$ cat src/rtl/key_event_decoder.sv
// -----------------------------------------------------------------------------
// key_event_decoder
//
// Classifies the debounced key event stream into gestures: single click,
// double click and long press. Each gesture produces a one-cycle pulse. It sits
// between the key debounce filter and the uart_scope control logic.
//
// Ports:
//   clk         system clock
//   rst         synchronous, active-high reset
//   key_flag    one-cycle event strobe from the debounce filter
//   key_state   debounced key level, valid with key_flag (0 = pressed)
//   click       one-cycle pulse: single click recognised
//   dbl_click   one-cycle pulse: double click recognised
//   long_press  one-cycle pulse: long-press threshold reached while held
//   key_held    level: key currently considered held by the decoder
//
// Parameters:
//   CNT_W       counter width, must hold max(LONG_MAX, DBL_MAX)
//   LONG_MAX    last count value of the long-press hold window
//   DBL_MAX     last count value of the double-click gap window
// -----------------------------------------------------------------------------
module key_event_decoder #(
    parameter int               CNT_W    = 27,
    parameter logic [CNT_W-1:0] LONG_MAX = 27'd99_999_999,
    parameter logic [CNT_W-1:0] DBL_MAX  = 27'd14_999_999
) (
    input  logic clk,
    input  logic rst,
    input  logic key_flag,
    input  logic key_state,
    output logic click,
    output logic dbl_click,
    output logic long_press,
    output logic key_held
);

    typedef enum logic [2:0] {
        S_IDLE   = 3'd0,
        S_PRESS1 = 3'd1,
        S_WAIT2  = 3'd2,
        S_PRESS2 = 3'd3,
        S_LONG   = 3'd4
    } state_t;

    localparam logic [CNT_W-1:0] CNT_ONE  = {{(CNT_W-1){1'b0}}, 1'b1};
    localparam logic [CNT_W-1:0] CNT_ZERO = '0;

    state_t           state_reg, state_next;
    logic [CNT_W-1:0] cnt_reg, cnt_next;

    logic click_reg,      click_next;
    logic dbl_click_reg,  dbl_click_next;
    logic long_press_reg, long_press_next;
    logic key_held_reg,   key_held_next;

    logic press_ev;
    logic rel_ev;
    logic long_hit;
    logic dbl_hit;

    assign press_ev = key_flag & ~key_state;
    assign rel_ev   = key_flag &  key_state;

    // Window-end comparisons; the counter never passes these values because
    // the state is always left on the cycle the comparison is true (unless an
    // event wins and leaves the state anyway).
    assign long_hit = (cnt_reg == LONG_MAX);
    assign dbl_hit  = (cnt_reg == DBL_MAX);

    // -------------------------------------------------------------------------
    // State register (also holds the counter and the registered outputs)
    // -------------------------------------------------------------------------
    always_ff @(posedge clk) begin
        if (rst) begin
            state_reg      <= S_IDLE;
            cnt_reg        <= CNT_ZERO;
            click_reg      <= 1'b0;
            dbl_click_reg  <= 1'b0;
            long_press_reg <= 1'b0;
            key_held_reg   <= 1'b0;
        end else begin
            state_reg      <= state_next;
            cnt_reg        <= cnt_next;
            click_reg      <= click_next;
            dbl_click_reg  <= dbl_click_next;
            long_press_reg <= long_press_next;
            key_held_reg   <= key_held_next;
        end
    end

    // -------------------------------------------------------------------------
    // Next-state logic
    // -------------------------------------------------------------------------
    always_comb begin
        state_next = S_IDLE;
        case (state_reg)
            S_IDLE: begin
                state_next = press_ev ? S_PRESS1 : S_IDLE;
            end
            S_PRESS1: begin
                // Release has priority over the long-press threshold.
                if (rel_ev) begin
                    state_next = S_WAIT2;
                end else if (long_hit) begin
                    state_next = S_LONG;
                end else begin
                    state_next = S_PRESS1;
                end
            end
            S_WAIT2: begin
                // A second press has priority over the gap timeout.
                if (press_ev) begin
                    state_next = S_PRESS2;
                end else if (dbl_hit) begin
                    state_next = S_IDLE;
                end else begin
                    state_next = S_WAIT2;
                end
            end
            S_PRESS2: begin
                state_next = rel_ev ? S_IDLE : S_PRESS2;
            end
            S_LONG: begin
                state_next = rel_ev ? S_IDLE : S_LONG;
            end
            default: begin
                state_next = S_IDLE;
            end
        endcase

        // Counter restarts at zero on every state change and only runs in the
        // two timed states.
        cnt_next = CNT_ZERO;
        if ((state_next == state_reg) &&
            ((state_reg == S_PRESS1) || (state_reg == S_WAIT2))) begin
            cnt_next = cnt_reg + CNT_ONE;
        end
    end

    // -------------------------------------------------------------------------
    // Output logic: values loaded into the output registers on the next edge.
    // The pulse conditions are disjoint by state, so at most one is high.
    // -------------------------------------------------------------------------
    always_comb begin
        click_next      = 1'b0;
        dbl_click_next  = 1'b0;
        long_press_next = 1'b0;
        key_held_next   = 1'b0;
        case (state_reg)
            S_PRESS1: long_press_next = ~rel_ev & long_hit;
            S_WAIT2:  click_next      = ~press_ev & dbl_hit;
            S_PRESS2: dbl_click_next  = rel_ev;
            default:  ;
        endcase
        key_held_next = (state_next == S_PRESS1) ||
                        (state_next == S_PRESS2) ||
                        (state_next == S_LONG);
    end

    assign click      = click_reg;
    assign dbl_click  = dbl_click_reg;
    assign long_press = long_press_reg;
    assign key_held   = key_held_reg;

endmodule
$ cat config.mk
export PLATFORM = sky130hd
export DESIGN_NAME = key_event_decoder
export DESIGN_NICKNAME = d
export VERILOG_FILES = /design/src/rtl/key_event_decoder.sv
export SDC_FILE = /design/constraint.sdc
export NUM_CORES = 1
export LEC_CHECK = 0
export ABC_AREA = 1
export CAP_MARGIN = 30
export CELL_PAD_IN_SITES_DETAIL_PLACEMENT = 0
export CELL_PAD_IN_SITES_GLOBAL_PLACEMENT = 1
export CORE_ASPECT_RATIO = 0.75
export CORE_MARGIN = 3
export CORE_UTILIZATION = 45
export CTS_CLUSTER_SIZE = 25
export DETAILED_ROUTE_END_ITERATION = 16
export PLACE_DENSITY_LB_ADDON = 0.1
export SLEW_MARGIN = 20
export SYNTH_ARGS = -nofsm -noshare
export SYNTH_HDL_FRONTEND = slang
export SYNTH_SLANG_ARGS = --single-unit
$ cat constraint.sdc
create_clock -name clk -period 2.3 [get_ports clk]
set_input_delay 0.575 -clock clk [delete_from_list [all_inputs] [get_ports clk]]
set_output_delay 0.575 -clock clk [all_outputs]
set_load 0.02 [all_outputs]
# Word level (Yosys, flattened, before mapping)
# Index checks and enable logic that the tools add are counted.
# W data, S select, Z words.
[word_totals]
register_bits = 34
input_bits = 4
out_inout_bits = 4
wordCells = 45
[op_classes]
addsub = 1
n_eq_ne = 10
muxes = 8
n_bitwise = 11
n_reduce_logical = 9
[ops]
columns = ["op", "count"]
rows = [
  ["$add A27 B1 Y27 const B", 1],
  ["$eq A27 B24 Y1 const B", 1],
  ["$eq A27 B27 Y1 const B", 1],
  ["$pmux W3 S5", 1],
  ["$eq A3 B2 Y1 const B", 3],
  ["$mux W3", 3],
  ["$reduce_or A2 Y1", 4],
  ["$not A1 Y1", 7],
  ["$eq A3 B1 Y1 const B", 2],
  ["$eq A3 B3 Y1 const B", 2],
  ["$mux W2", 3],
  ["$and A1 B1 Y1", 4],
  ["$eq A3 B3 Y1", 1],
  ["$logic_not A3 Y1", 1],
  ["$logic_or A1 B1 Y1", 3],
  ["$logic_and A1 B1 Y1", 1],
  ["$mux W1", 1],
]

# Logic depth before layout (Yosys ltp)
[logic_depth]
word_depth = 8
mapped_depth = 14
depth_no_buf = 12

# Worst setup path after synthesis
# Ideal clock, no wire load.
[synth_path]
path_kind = "register to register"
from = "reg cnt_reg[0]"
to = "reg cnt_reg[4]"
setup_time_ns = 0.121
arrival_ns = 1.612
required_ns = 2.179
path_slack_ns = 0.568
stages_incl_launch_ff = 14
path_buffers = 1
period_less_slack_ns = 1.732
cell_sequence = "dfxtp_1 > ha_1 > nand2_2 > nor2_8 > nand2_2 > nor2_2 > nand3_2 > nand2_2 > nand2_1 > nand2_1 > nand2_2 > nand2_8 > buf_12 > nor2_4"
[synth_via]
elab_chain_cells = 8
word_cells_on_any_way = 12
classes_between = "add/sub (1); eq/ne (3); mux (5); bitwise (1); reduce/logical (2)"
[synth_rtl]
columns = ["element", "line_no", "rtl"]
rows = [
  ["start, declared", "50", "logic [CNT_W-1:0] cnt_reg, cnt_next;"],
  ["start signal, assigned", "84", "cnt_reg <= cnt_next;"],
  ["$eq A27 B27 Y1 / $eq A27 B24 Y1 (equally long branches)", "68, 69", ""],
  ["$mux W3 / $mux W2 (equally long branches)", "105, 115", ""],
  ["$mux W3 / $mux W2 (equally long branches)", "103, 113", ""],
  ["$pmux W3 S5", "97", "case (state_reg)"],
  ["$eq A3 B3 Y1", "135", "if ((state_next == state_reg) &&"],
  ["$logic_and A1 B1 Y1", "135", ""],
  ["$not A1 Y1 (no source line)", "n/a", ""],
  ["$reduce_or A2 Y1 (no source line)", "n/a", ""],
]
# Parallel ways exist; a longest one is shown, timed or not.
# A chain may end at the register's enable or synchronous reset.

# Worst setup path in the final report
[layout_path]
from = "in key_state"
to = "reg cnt_reg[18]"
[layout_via]
elab_chain_cells = 8
word_cells_on_any_way = 13
classes_between = "eq/ne (1); mux (6); bitwise (4); reduce/logical (2)"
[layout_rtl]
columns = ["element", "line_no", "rtl"]
rows = [
  ["start, declared", "31", "input logic key_state,"],
  ["$not A1 Y1", "62", "assign press_ev = key_flag & ~key_state;"],
  ["$and A1 B1 Y1", "62", ""],
  ["$mux W2 / $mux W1 (equally long branches)", "113, 99", ""],
  ["$pmux W3 S5 *", "97", ""],
  ["$eq A3 B3 Y1 *", "135", ""],
  ["$logic_and A1 B1 Y1 *", "135", ""],
  ["$not A1 Y1 (no source line) *", "n/a", ""],
  ["$reduce_or A2 Y1 (no source line) *", "n/a", ""],
]
# Every way passes the cells marked *; elsewhere a longest branch is shown, timed or not.

==> out/qor.csv <==
stage,metric,value,unit
sta,Least-Margin Pin Slew,0.414,ns
floorplan,Initial Util,0.477,
cells_and_area,Non-Filler Instances,323,
pwr,Net Switching,256,uW
yosys,"Cell Area, Synth",0.00197,mm2
worst_setup_path,Worst R2R Path Depth,13,
worst_setup_path,worst r2r src,cnt_reg[0],
floorplan,core box area,0.00413,mm2
drt,Via Count,1497,
floorplan,cell row count,20,
drt,first-pass detailed-route iteration total,4,
pwr,total power,1.11,mW
clock_network,Clock transition at path regs,0.06,ns
pwr,peak supply drop,316,uV
worst_setup_path,r2r setup slk,0.40,ns
drt,DRC violations left,0,
sta,worst setup margin,0.350,ns
clock_network,Num CTS Buffers,5,
worst_setup_path,Worst Setup SP,key_state,
yosys,Syn Nets,257,
pwr,sequential share of power,0.539,
yosys,warnings from Yosys,0,
clock_network,CTS resizes,0,
worst_hold_path,Hold Crit Start,cnt_reg[0],
global_routing,vias in the first global route,1431,
drt,post-route ant nets,0,
floorplan,Die X,82.4,um
sta,setup tns final,0,ns
yosys,sequential area share after synthesis,0.345,
clock_network,clock sinks,34,
drt,DRT iter0 DRCs,72,
placement,DP HPWL,2.90,mm
sta,Final Hold Viols,0,
clock_network,CTS root buf,clkbuf_8,
worst_setup_path,crit path capture type,flop,
floorplan,die height,63.3,um
placement,IO buf count,7,
pwr,P_int,853,uW
sta,fin. max-slew vios,0,
sta,clk_skew,0.00518,ns
worst_setup_path,Setup CP Type,input port to flop,
worst_setup_path,Startpoint Class,input port,
floorplan,die area,0.00522,mm2
worst_setup_path,crit-path cells,clkdlybuf4s50_1 -> inv_1 -> nand2_1 -> nand2_1 -> nor2_1 -> nand3_2 -> nand2_2 -> nand2_1 -> nand2_1 -> nand2_2 -> nand2_8 -> buf_12 -> nor2_1,
drt,final WL,3.76,mm
yosys,Synth cell types,25,
global_routing,grt total ovfl,0,
global_routing,largest net degree at the start of global routing,11,
worst_setup_path,crit-path most repeated cell,nand2_1,
pwr,combinational power share,0.064,
worst_setup_path,CP peak stage delay,0.47,ns
drt,Avg Vias per Cell,4.63,
cells_and_area,share of layout cells above drive strength 1,0.220,
clock_network,maximum clock insertion buffer count,2,
worst_setup_path,RR Endpoint,cnt_reg[18],
yosys,Async SR Flop Fraction,0,
worst_setup_path,CP max stage cell,clkdlybuf4s50_1,
clock_network,H-tree depth,2,
worst_setup_path,crit-path leading delay family,simple AND/OR/NAND/NOR gates,
clock_network,cts hold-fix bufs,0,
sta,"Setup violations, final",0,
placement,worst slack at placement,0.0198,ns
yosys,cells after synthesis,252,
placement,Placer Congestion,0.849,
pwr,leakage power,0.767,nW
yosys,Synth Area per Inst,7.82,um2
floorplan,Top-Level Pins,8,
worst_setup_path,Critical Path AT,2.13,ns
cells_and_area,Layout area overhead,13.2,%
worst_hold_path,hold endpoint,cnt_reg[0],
pwr,Switching Share,0.231,
sta,period utilisation layout,0.848,
flow_run,Max Cap Viol,0,
pwr,clock power share,0.398,
cells_and_area,ANT cells,0,
placement,placed insts,317,
sta,Max Freq,0.513,GHz
global_routing,first-pass GRT wire length,6.71,mm
sta,fin crit period,1.95,ns
yosys,Post-synth top flop,dfxtp_1,
worst_setup_path,CP max FO,10,
sta,Relative slew margins,0.722,
clock_network,Post-CTS Setup Bufs,0,
worst_setup_path,worst path bufs/invs,3,
global_routing,total global-route track usage,0.171,
clock_network,CTS tree,done,
outcome,status,"complete, no violations",
worst_hold_path,Hold Crit Class,flop to flop,
worst_setup_path,worst path required time,2.48,ns
worst_hold_path,worst hold path depth,1,
sta,WHS,0.478,ns
yosys,Post-synth EDFFs,0,
drt,wire per inst,11.6,um
clock_network,worst skew pair latency,0.29,ns
global_routing,initial antenna violation count,0,
yosys,Seq cells post-synth,34,
sta,RSZ-0062 raised after global routing,false,
cells_and_area,max reg flops,27,
cells_and_area,nets,274,
pwr,Power Density,497,mW/mm2
[cells by family (layout without fill, tap and decap cells)]
| kind of cell | count (synthesis) | in the layout | share of synthesized area |
|---|---|---|---|
| buffers and inverters | 37 | 53 | 0.0889 |
| and+or+nand+nor | 150 | 150 | 0.436 |
| DFF | 34 | 34 | 0.345 |
| AOI/OAI and AO/OA | 5 | 5 | 0.0127 |
| xor gates and xnor gates | 25 | 25 | 0.111 |
| adders and majority gates | 1 | 1 | 0.00635 |
[metal layers]
metal,vias to the layer above,global-route usage,routed length [um]
li1,808,-,-
met1,664,0.257,2040
met4,0,0.0560,53
met2,18,0.220,1520
met5,-,0,0
met3,7,0.0643,152
[cell usage after synthesis, types with 2 or more instances]
cell,n,share of area
a21oi_1,3,0.0076
buf_12,2,0.020
dfxtp_1,34,0.35
inv_1,27,0.051
inv_2,6,0.011
nand2_1,45,0.086
nand2_2,7,0.022
nand3_1,14,0.036
nand3_2,4,0.020
nand4_1,3,0.0095
nor2_1,37,0.070
nor2_2,4,0.013
nor2_4,21,0.12
nor3_1,9,0.023
nor4_1,2,0.0063
o21ai_0,2,0.0051
xnor2_1,6,0.027
xor2_1,19,0.084
[through the flow]
step / utilization / cell area, um2
5_1_grt: 0.540 / 2230
6_report: 0.540 / 2230
3_3_place_gp: 0.520 / 2150
3_5_place_dp: 0.520 / 2150
2_1_floorplan: - / 1970
4_1_cts: 0.540 / 2230
[final cells by class]
type                       instances  area (um2)
fill                             421        1900
sequential                        34         681
inverter                          33         124
tap                               55        68.8
multi-input combinational        181        1110
timing repair buffer              14         160
clock buffer                       6        82.6
[worst max path at each step]
stage	cells after the start	slack [ns]	endpoint
final	13	0.35	cnt_reg[18]
after global placement	13	0.003	cnt_reg[16]
after CTS	13	0.31	cnt_reg[18]
after global routing	13	0.15	cnt_reg[16]
after detailed placement	13	0.02	cnt_reg[18]
after floorplan	13	0.57	cnt_reg[4]
[cells in the final DEF, fill, tap and decap left out]
master / synthesis / layout
nand2_1: 45 / 45
nor2_1: 37 / 37
dfxtp_1: 34 / 34
inv_1: 27 / 27
nor2_4: 21 / 21
xor2_1: 19 / 19
nand3_1: 14 / 14
nor3_1: 9 / 9
nand2_2: 7 / 7
clkdlybuf4s50_1: 0 / 7
inv_2: 6 / 6
xnor2_1: 6 / 6
clkbuf_8: 0 / 6
nor2_2: 4 / 4
nand3_2: 4 / 4
buf_4: 1 / 4
a21oi_1: 3 / 3
nand4_1: 3 / 3
buf_12: 2 / 3
nor4_1: 2 / 2
o21ai_0: 2 / 2
nor4_2: 1 / 1
nor2_8: 1 / 1
nand2_8: 1 / 1
or2_2: 1 / 1
ha_1: 1 / 1
[power by group through the flow]
stage | combinational (mW) | clock, mW | sequential (mW)
6_report | 0.0707 | 0.441 | 0.597
5_1_grt | 0.0775 | 0.490 | 0.597
4_1_cts | 0.0718 | 0.458 | 0.597
3_5_place_dp | 0.0715 | 0 | 0.611
3_3_place_gp | 0.0717 | 0 | 0.611
2_1_floorplan | 0.0500 | 0 | 0.611
(Power assumes the default switching activity.)
